File: config.mk
export PLATFORM = sky130hd
export DESIGN_NAME = ictrl_ibuffer_read_to_dma
export DESIGN_NICKNAME = d
export VERILOG_FILES = /design/src/rtl/ictrl_pkg.sv /design/src/rtl/ictrl_rd_data_fifo.sv /design/src/rtl/ictrl_ibuffer_read_to_dma.sv
export SDC_FILE = /design/constraint.sdc
export NUM_CORES = 1
export LEC_CHECK = 0
export BUFFER_PORTS_ARGS = -buffer_cell sky130_fd_sc_hd__buf_2
export CAP_MARGIN = 40
export CELL_PAD_IN_SITES_DETAIL_PLACEMENT = 2
export CELL_PAD_IN_SITES_GLOBAL_PLACEMENT = 2
export CORE_MARGIN = 2
export CORE_UTILIZATION = 34
export CTS_CLUSTER_SIZE = 10
export DETAILED_ROUTE_END_ITERATION = 12
export GPL_TIMING_DRIVEN = 0
export PLACE_DENSITY_LB_ADDON = 0.1
export SLEW_MARGIN = 20
export SYNTH_ARGS = -nofsm -noshare
export SYNTH_HDL_FRONTEND = slang
export SYNTH_HIERARCHICAL = 1
export SYNTH_SLANG_ARGS = --single-unit
export TNS_END_PERCENT = 30
File: constraint.sdc
create_clock -name clk -period 2.42 [get_ports clk]
set_input_delay 0.484 -clock clk [delete_from_list [all_inputs] [get_ports clk]]
set_output_delay 0.484 -clock clk [all_outputs]
set_load 0.02 [all_outputs]
File: src/rtl/ictrl_pkg.sv
// rtl/ictrl_pkg.sv - shared ictrl types: read-to-DMA FSM states and read-data FIFO sizing
package ictrl_pkg;

    typedef enum logic [1:0] {
        IDLE  = 2'd0,
        RUN   = 2'd1,
        DRAIN = 2'd2
    } ictrl_state_t;

    localparam int unsigned RD_FIFO_DEPTH = 3;
    localparam int unsigned RD_FIFO_CNT_W = $clog2(RD_FIFO_DEPTH + 1);

endpackage

File: src/rtl/ictrl_rd_data_fifo.sv
// rtl/ictrl_rd_data_fifo.sv - small circular FIFO holding ibuffer read beats (data plus last flag)
module ictrl_rd_data_fifo
    import ictrl_pkg::*;
#(
    parameter int WIDTH = 129,
    parameter int DEPTH = RD_FIFO_DEPTH,
    parameter int PTR_W = $clog2(DEPTH),
    parameter int CNT_W = $clog2(DEPTH + 1)
) (
    input  logic             clk,
    input  logic             rst_n,
    input  logic             push,
    input  logic [WIDTH-1:0] push_data,
    input  logic             pop,
    output logic [WIDTH-1:0] pop_data,
    output logic [CNT_W-1:0] count
);
    logic [WIDTH-1:0] mem [DEPTH];
    logic [PTR_W-1:0] wr_ptr, rd_ptr;

    function automatic logic [PTR_W-1:0] ptr_inc(input logic [PTR_W-1:0] p);
        return (p == PTR_W'(DEPTH - 1)) ? '0 : p + PTR_W'(1);
    endfunction

    // Storage is reset too so the head (and hence the DMA data bus) reads zero out of reset.
    always_ff @(posedge clk or negedge rst_n) begin
        if (!rst_n) begin
            for (int i = 0; i < DEPTH; i++) begin
                mem[i] <= '0;
            end
            wr_ptr <= '0;
            rd_ptr <= '0;
            count  <= '0;
        end else begin
            if (push) begin
                mem[wr_ptr] <= push_data;
                wr_ptr      <= ptr_inc(wr_ptr);
            end
            if (pop) begin
                rd_ptr <= ptr_inc(rd_ptr);
            end
            if (push && !pop) begin
                count <= count + CNT_W'(1);
            end else if (pop && !push) begin
                count <= count - CNT_W'(1);
            end
        end
    end

    assign pop_data = mem[rd_ptr];

endmodule

File: src/rtl/ictrl_ibuffer_read_to_dma.sv
// rtl/ictrl_ibuffer_read_to_dma.sv - reads a block of ibuffer lines and streams them as DMA write beats
module ictrl_ibuffer_read_to_dma
    import ictrl_pkg::*;
#(
    parameter int DATA_WIDTH = 128,
    parameter int MEM_AW     = 15,
    parameter int STRB_WIDTH = DATA_WIDTH / 8
) (
    input  logic                  clk,
    input  logic                  rst_n,
    input  logic                  dma_wr_req,
    input  logic [MEM_AW-1:0]     dma_wr_base_addr,
    input  logic [MEM_AW-1:0]     dma_wr_data_num,
    output logic                  busy,
    output logic                  ibuffer_cen,
    output logic                  ibuffer_wen,
    input  logic                  ibuffer_ready,
    output logic [MEM_AW-1:0]     ibuffer_addr,
    input  logic [DATA_WIDTH-1:0] ibuffer_rdata,
    output logic                  dma_wr_data_valid,
    input  logic                  dma_wr_data_ready,
    output logic [DATA_WIDTH-1:0] dma_wr_data,
    output logic [STRB_WIDTH-1:0] dma_wr_strb,
    output logic                  dma_wr_last,
    output logic                  dma_read_done
);
    ictrl_state_t             state_q, state_d;
    logic [MEM_AW-1:0]        base_q, num_q, issue_cnt_q;
    logic                     inflight_q, inflight_last_q, zero_done_q;
    logic [RD_FIFO_CNT_W-1:0] fifo_cnt;
    logic [RD_FIFO_CNT_W:0]   outstanding;
    logic [DATA_WIDTH:0]      fifo_head;
    logic                     start_req, issue_fire, issue_last, beat_pop, last_pop;

    assign start_req   = (state_q == IDLE) && dma_wr_req;
    assign outstanding = {1'b0, fifo_cnt} + {{RD_FIFO_CNT_W{1'b0}}, inflight_q};
    // Only registered terms gate the read request, so downstream backpressure never reaches cen.
    assign ibuffer_cen = (state_q == RUN) && (outstanding < (RD_FIFO_CNT_W + 1)'(RD_FIFO_DEPTH));
    assign ibuffer_wen = 1'b0;
    assign ibuffer_addr = base_q + issue_cnt_q;
    assign issue_fire  = ibuffer_cen && ibuffer_ready;
    assign issue_last  = (issue_cnt_q == num_q - MEM_AW'(1));

    assign dma_wr_data_valid = (fifo_cnt != '0);
    assign dma_wr_data       = fifo_head[DATA_WIDTH-1:0];
    assign dma_wr_last       = fifo_head[DATA_WIDTH];
    assign dma_wr_strb       = '1;
    assign beat_pop          = dma_wr_data_valid && dma_wr_data_ready;
    assign last_pop          = beat_pop && dma_wr_last;
    assign dma_read_done     = zero_done_q || last_pop;
    assign busy              = (state_q != IDLE);

    always_ff @(posedge clk or negedge rst_n) begin
        if (!rst_n) begin
            state_q <= IDLE;
        end else begin
            state_q <= state_d;
        end
    end

    always_comb begin
        state_d = state_q;
        case (state_q)
            IDLE:    if (start_req && (dma_wr_data_num != '0)) state_d = RUN;
            RUN:     if (issue_fire && issue_last)             state_d = DRAIN;
            DRAIN:   if (last_pop)                             state_d = IDLE;
            default: state_d = IDLE;
        endcase
    end

    always_ff @(posedge clk or negedge rst_n) begin
        if (!rst_n) begin
            base_q          <= '0;
            num_q           <= '0;
            issue_cnt_q     <= '0;
            inflight_q      <= 1'b0;
            inflight_last_q <= 1'b0;
            zero_done_q     <= 1'b0;
        end else begin
            zero_done_q     <= start_req && (dma_wr_data_num == '0);
            inflight_q      <= issue_fire;
            inflight_last_q <= issue_fire && issue_last;
            if (start_req && (dma_wr_data_num != '0)) begin
                base_q      <= dma_wr_base_addr;
                num_q       <= dma_wr_data_num;
                issue_cnt_q <= '0;
            end else if (issue_fire) begin
                issue_cnt_q <= issue_cnt_q + MEM_AW'(1);
            end
        end
    end

    ictrl_rd_data_fifo #(
        .WIDTH (DATA_WIDTH + 1),
        .DEPTH (RD_FIFO_DEPTH)
    ) u_rd_data_fifo (
        .clk       (clk),
        .rst_n     (rst_n),
        .push      (inflight_q),
        .push_data ({inflight_last_q, ibuffer_rdata}),
        .pop       (beat_pop),
        .pop_data  (fifo_head),
        .count     (fifo_cnt)
    );

endmodule

# Yosys cells after proc, flatten, opt, wreduce, memory -nomap -nowiden
# Index checks and enable logic that the tools add are counted.
# word_totals
elab_cells	73
register_bits	443
# classes
eq_ne	8
muxes	16
n_reduce_logical	22
bitwise_logic	2
magnitude_cmp	4
add_sub_neg	8
# ops
cell	count
bitwise mux 387 bit	1
two-way mux 129 bit	3
binary-select mux 129 bit (select 2 bit)	1
demux 129 bit (select 2 bit)	1
two-way mux 15 bit	2
adder 15 x 1 -> 15 bit (second input constant)	1
adder 15 bit	1
equality test 15 bit	1
logical NOT 15 bit	1
nonzero test 15 bit	1
subtractor 15 x 1 -> 15 bit (second input constant)	1
two-way mux 2 bit	7
logical AND 1 bit	11
nonzero test 2 bit	4
adder 2 x 1 -> 2 bit (second input constant)	3
equality test 2 bit (second input constant)	3
>= comparator 3 bit (second input constant)	2
inverter 2 -> 3 bit	2
one-hot mux 2 bit (3 select lines)	1
inequality test 2 x 1 -> 1 bit (second input constant)	2
adder 2 x 1 -> 3 bit	1
< comparator 3 x 1 -> 1 bit (second input constant)	1
< comparator 3 x 2 -> 1 bit (second input constant)	1
AND reduction 3 bit	1
6 further kinds	7

# Longest topological paths before layout
# depth
ltp_word	7
ltp_mapped	9

# Hierarchy
# Netlist, hierarchy kept.
# modules_own_cells
module	cells_each	n_inst	area_each_um2
ictrl_rd_data_fifo	1269	1	17164.0
ictrl_ibuffer_read_to_dma	402	1	3377.0

# Least setup slack after synthesis
# OpenSTA, ideal clock, no wires.
# synth_timing
path_kind	register -> output
start	register issue_cnt_q[0]
end	output port ibuffer_addr[14]
t_arrival_ns	2.884
required_time_ns	1.936
slack_ns	-0.948
stages_incl_launch_ff	10
path_cell_list	dfrtp_1 > ha_1 > inv_1 > fa_1 > nand2b_1 > a21oi_1 > o21ai_0 > a31oi_1 > mux2i_1 > a2111oi_0
# synth_via
elab_chain_cells	1
# synth_rtl
item	line_no	rtl
start, declared	ictrl_ibuffer_read_to_dma.sv:28	logic [MEM_AW-1:0] base_q, num_q, issue_cnt_q;
start signal, assigned	ictrl_ibuffer_read_to_dma.sv:88	issue_cnt_q <= issue_cnt_q + MEM_AW'(1);
adder 15 bit	ictrl_ibuffer_read_to_dma.sv:40	assign ibuffer_addr = base_q + issue_cnt_q;
end, declared	ictrl_ibuffer_read_to_dma.sv:18	output logic [MEM_AW-1:0] ibuffer_addr,
# Every way passes these cells.

# Worst setup path after layout
# Same ends and word-level chain as after synthesis.

==> results.toml <==
[outcome]
status = "complete, but fails checks"
violations = "negative setup slack"

[synthesis]
synth-seq-cells = 443
syn_inst = 1671
synth_ff_type = "dfrtp_1"
yosysWarningCount = 6
synth_edf_count = 0
synth_area_mm2 = 0.02054
synthArstFlopShare = 1.000
synth_cell_types = 51
avgSynthCellArea_um2 = 12.29
yosysSeqAreaShare = 0.5397

[clock_tree]
cts_sinks = 443
cts_buffer_depth = 3
cts_buffers = 53
clk_pin_slew_ns = 0.06
h-tree-depth = 2
root_buffer = "clkbuf_16"
clk_latency_ns = 0.59
cts_tree = "built"

[global_routing]
grt_pass1_wl_um = 101700
antenna_found_initial = 12
grt_pass1_vias = 16860
grt_max_degree = 96
grt_remaining_overflow = 0
track_usage = 0.2092

[die]
io_pins = 328
dieArea_mm2 = 0.06240
die-width_um = 249.8
design.core.area_mm2 = 0.06002
rows = 90
start_util = 0.3422
die_h_um = 249.8

[critical_path]
ff2ff_path_depth = 6
rrSetupSlack_ns = 0.01
reg2reg_from = "num_q[3]"
path_cells = "ha_4, inv_2, fa_2, nand2b_4, a21oi_4, o21ai_4, a31oi_4, mux2i_4, a2111oi_4, buf_4"
cp.required_ns = 1.94
critPathSlowestCell = "dfrtp_2"
crit_start = "issue_cnt_q[0]"
crit_path_max_incr_delay_ns = 0.40
worstSetupEndpoint = "ibuffer_addr[14]"
crit_path_max_fanout = 2
crit_path_end_kind = "primary output"
cp.arrival_ns = 2.64
worst-setup-path-type = "register to primary output"
worstSetupStartpointType = "register"
r2r-end = "state_q[0]"

[sta]
fmax_ghz = 0.3199
layout_setup_ws_ns = -0.7060
hold_violations = 0
worst-slew-pin-transition_ns = 0.7653
finalClockSkew_ns = 0.01008
rsz0062_at_grt = "yes"
setup_tns_ns = -21.83
finalSetupViolCount = 141
relSlewSlack = 0.4898
final.period_utilization = 1.292
finalMaxSlewViolations = 0
period_minus_slack_ns = 3.126

[final_layout]
drive_above_1_share = 0.5547
area_delta_synth_final_pct = 37.10
fin_nets = 2302
final_common_cell = "dfrtp_1"
fill_cells = 5828
final_cell_mix = "dfrtp_1 (432), mux2_2 (390), buf_2 (198)"

[route]
drt_pass1_iterations = 4
wirelength_um = 66180
drtIter0Drc = 416
num_vias = 14770
ant_nets = 0
viasPerCell = 5.035
drc = 0
post_drt_wl_per_cell_um = 22.56

[worst_hold_path]
hold_class = "input pin to register"

[pwr]
ir_worst_vdd_mv = 0.6668
p_leak_nw = 12.54
power.density_mw_per_mm2 = 1606
power_mw = 45.23

[placed_design]
gp_congestion = 0.7528
portBuffers = 310
dp_hpwl_um = 44370

[run]
max_cap_viol_count = 0
==> flip-flops by register name (all words and copies together), names as in the netlist <==
register	cells
u_rd_data_fifo/mem	387
base_q	15
issue_cnt_q	15
num_q	15
state_q	2
u_rd_data_fifo/count	2
u_rd_data_fifo/rd_ptr	2
u_rd_data_fifo/wr_ptr	2
inflight_last_q	1
inflight_q	1
zero_done_q	1
==> critical path: cells and delay by family (launching register included) <==
kind	cells	cell delay [ns]
adders and majority gates	2	0.49
buffers and inverters	2	0.21
and+or+nand+nor	1	0.16
AOI/OAI and AO/OA	4	0.53
DFF	1	0.40
muxes	1	0.28
==> cells in the mapped netlist (3+ instances only) <==
library cell	number	area, µm²
ha_1	19	237.7
buf_4	28	210.2
and3_1	6	37.54
xor2_1	22	192.7
nor2b_1	6	37.54
nor3_1	5	25.02
nor4_1	6	37.54
a31oi_1	4	25.02
o21ai_0	139	695.7
inv_1	15	56.30
buf_1	4	15.01
or2_2	5	31.28
nor2_1	23	86.33
mux2i_1	132	1321
nand3_1	20	100.1
nor3b_1	3	22.52
dfrtp_1	443	11090
nand2_1	228	855.8
nand2b_1	3	18.77
mux2_2	390	4392
xnor2_1	23	201.4
clkbuf_1	30	112.6
buf_2	50	250.2
a21oi_1	14	70.07
and2_1	3	18.77
a21o_1	4	30.03
or3_1	5	31.28
nand4_1	10	62.56
and4_1	4	35.03
==> final cells by class <==
class,count,area [µm²],area share
Sequential cell,443,11100,0.3941
Multi-Input combinational cell,1115,10190,0.3618
Timing Repair Buffer,380,3243,0.1152
Clock buffer,81,1554,0.05518
Buffer,111,1017,0.03612
Tap cell,782,978.4,0.03474
Inverter,15,56.30,0.001999
Clock inverter,2,13.76,0.0004887
Antenna cell,4,10.01,0.0003554
==> power by group <==
group          internal, mW  switching, mW
sequential             11.1           2.47
combinational          12.2           12.1
clock                  4.34           3.10
total                  27.6           17.6
==> worst min-delay path by stage <==
stage	startpoint	endpoint	slack [ns]	cells past startpoint
2_1_floorplan	rst_n	base_q[0]	0.19	0
3_3_place_gp	base_q[4]	base_q[4]	0.47	2
3_5_place_dp	rst_n	u_rd_data_fifo/mem[364]	0.47	1
4_1_cts	dma_wr_base_addr[5]	base_q[5]	0.04	3
5_1_grt	dma_wr_base_addr[10]	base_q[10]	0.08	3
6_report	dma_wr_base_addr[5]	base_q[5]	0.09	3
==> per-stage QoR <==
| stage | std cells | utilization | setup WS, ns | area, µm² | hold WS (ns) |
|---|---|---|---|---|---|
| finish | 2933 | 0.4692 | -0.7060 | 28160 | 0.08897 |
| global route | 2931 | 0.4691 | -0.8244 | 28160 | 0.07570 |
| CTS | 2911 | 0.4494 | -0.7986 | 26980 | 0.04399 |
| detailed placement | 2785 | 0.3887 | -0.8096 | 23330 | 0.4722 |
| global placement | 2778 | 0.3859 | -8.504 | 23160 | 0.4701 |
| floorplan | 1686 | - | -0.2202 | 20630 | 0.1884 |
==> what timing repair did <==
action | 4_1_cts | 5_1_grt
gates resized for setup | 551 | 287
hold buffers | 1 | 0
pin swaps | 40 | 51
setup buffers | 31 | 23
endpoints found under the setup margin | 161 | 167
endpoints found under the hold margin | 59 | 0
cloned | 12 | 1
==> cell families after synthesis <==
group           count (synthesis)  share of synthesized area
mux                           522                     0.2781
flops                         443                     0.5397
simple gates                  334                    0.07169
compound gates                177                    0.04648
buf+inv                       128                    0.03192
xor+xnor                       45                    0.01919
fa+ha+maj                      20                    0.01255
other cells                     2                  0.0003656
==> per-layer routing <==
layer / vias up / share of wire / track usage
met5: - / 0.0016 / 0
met4: 20 / 0.022 / 0.05749
met3: 97 / 0.043 / 0.04443
met2: 222 / 0.51 / 0.3655
met1: 7693 / 0.42 / 0.2609
li1: 6736 / - / -
(Power assumes the default switching activity.)
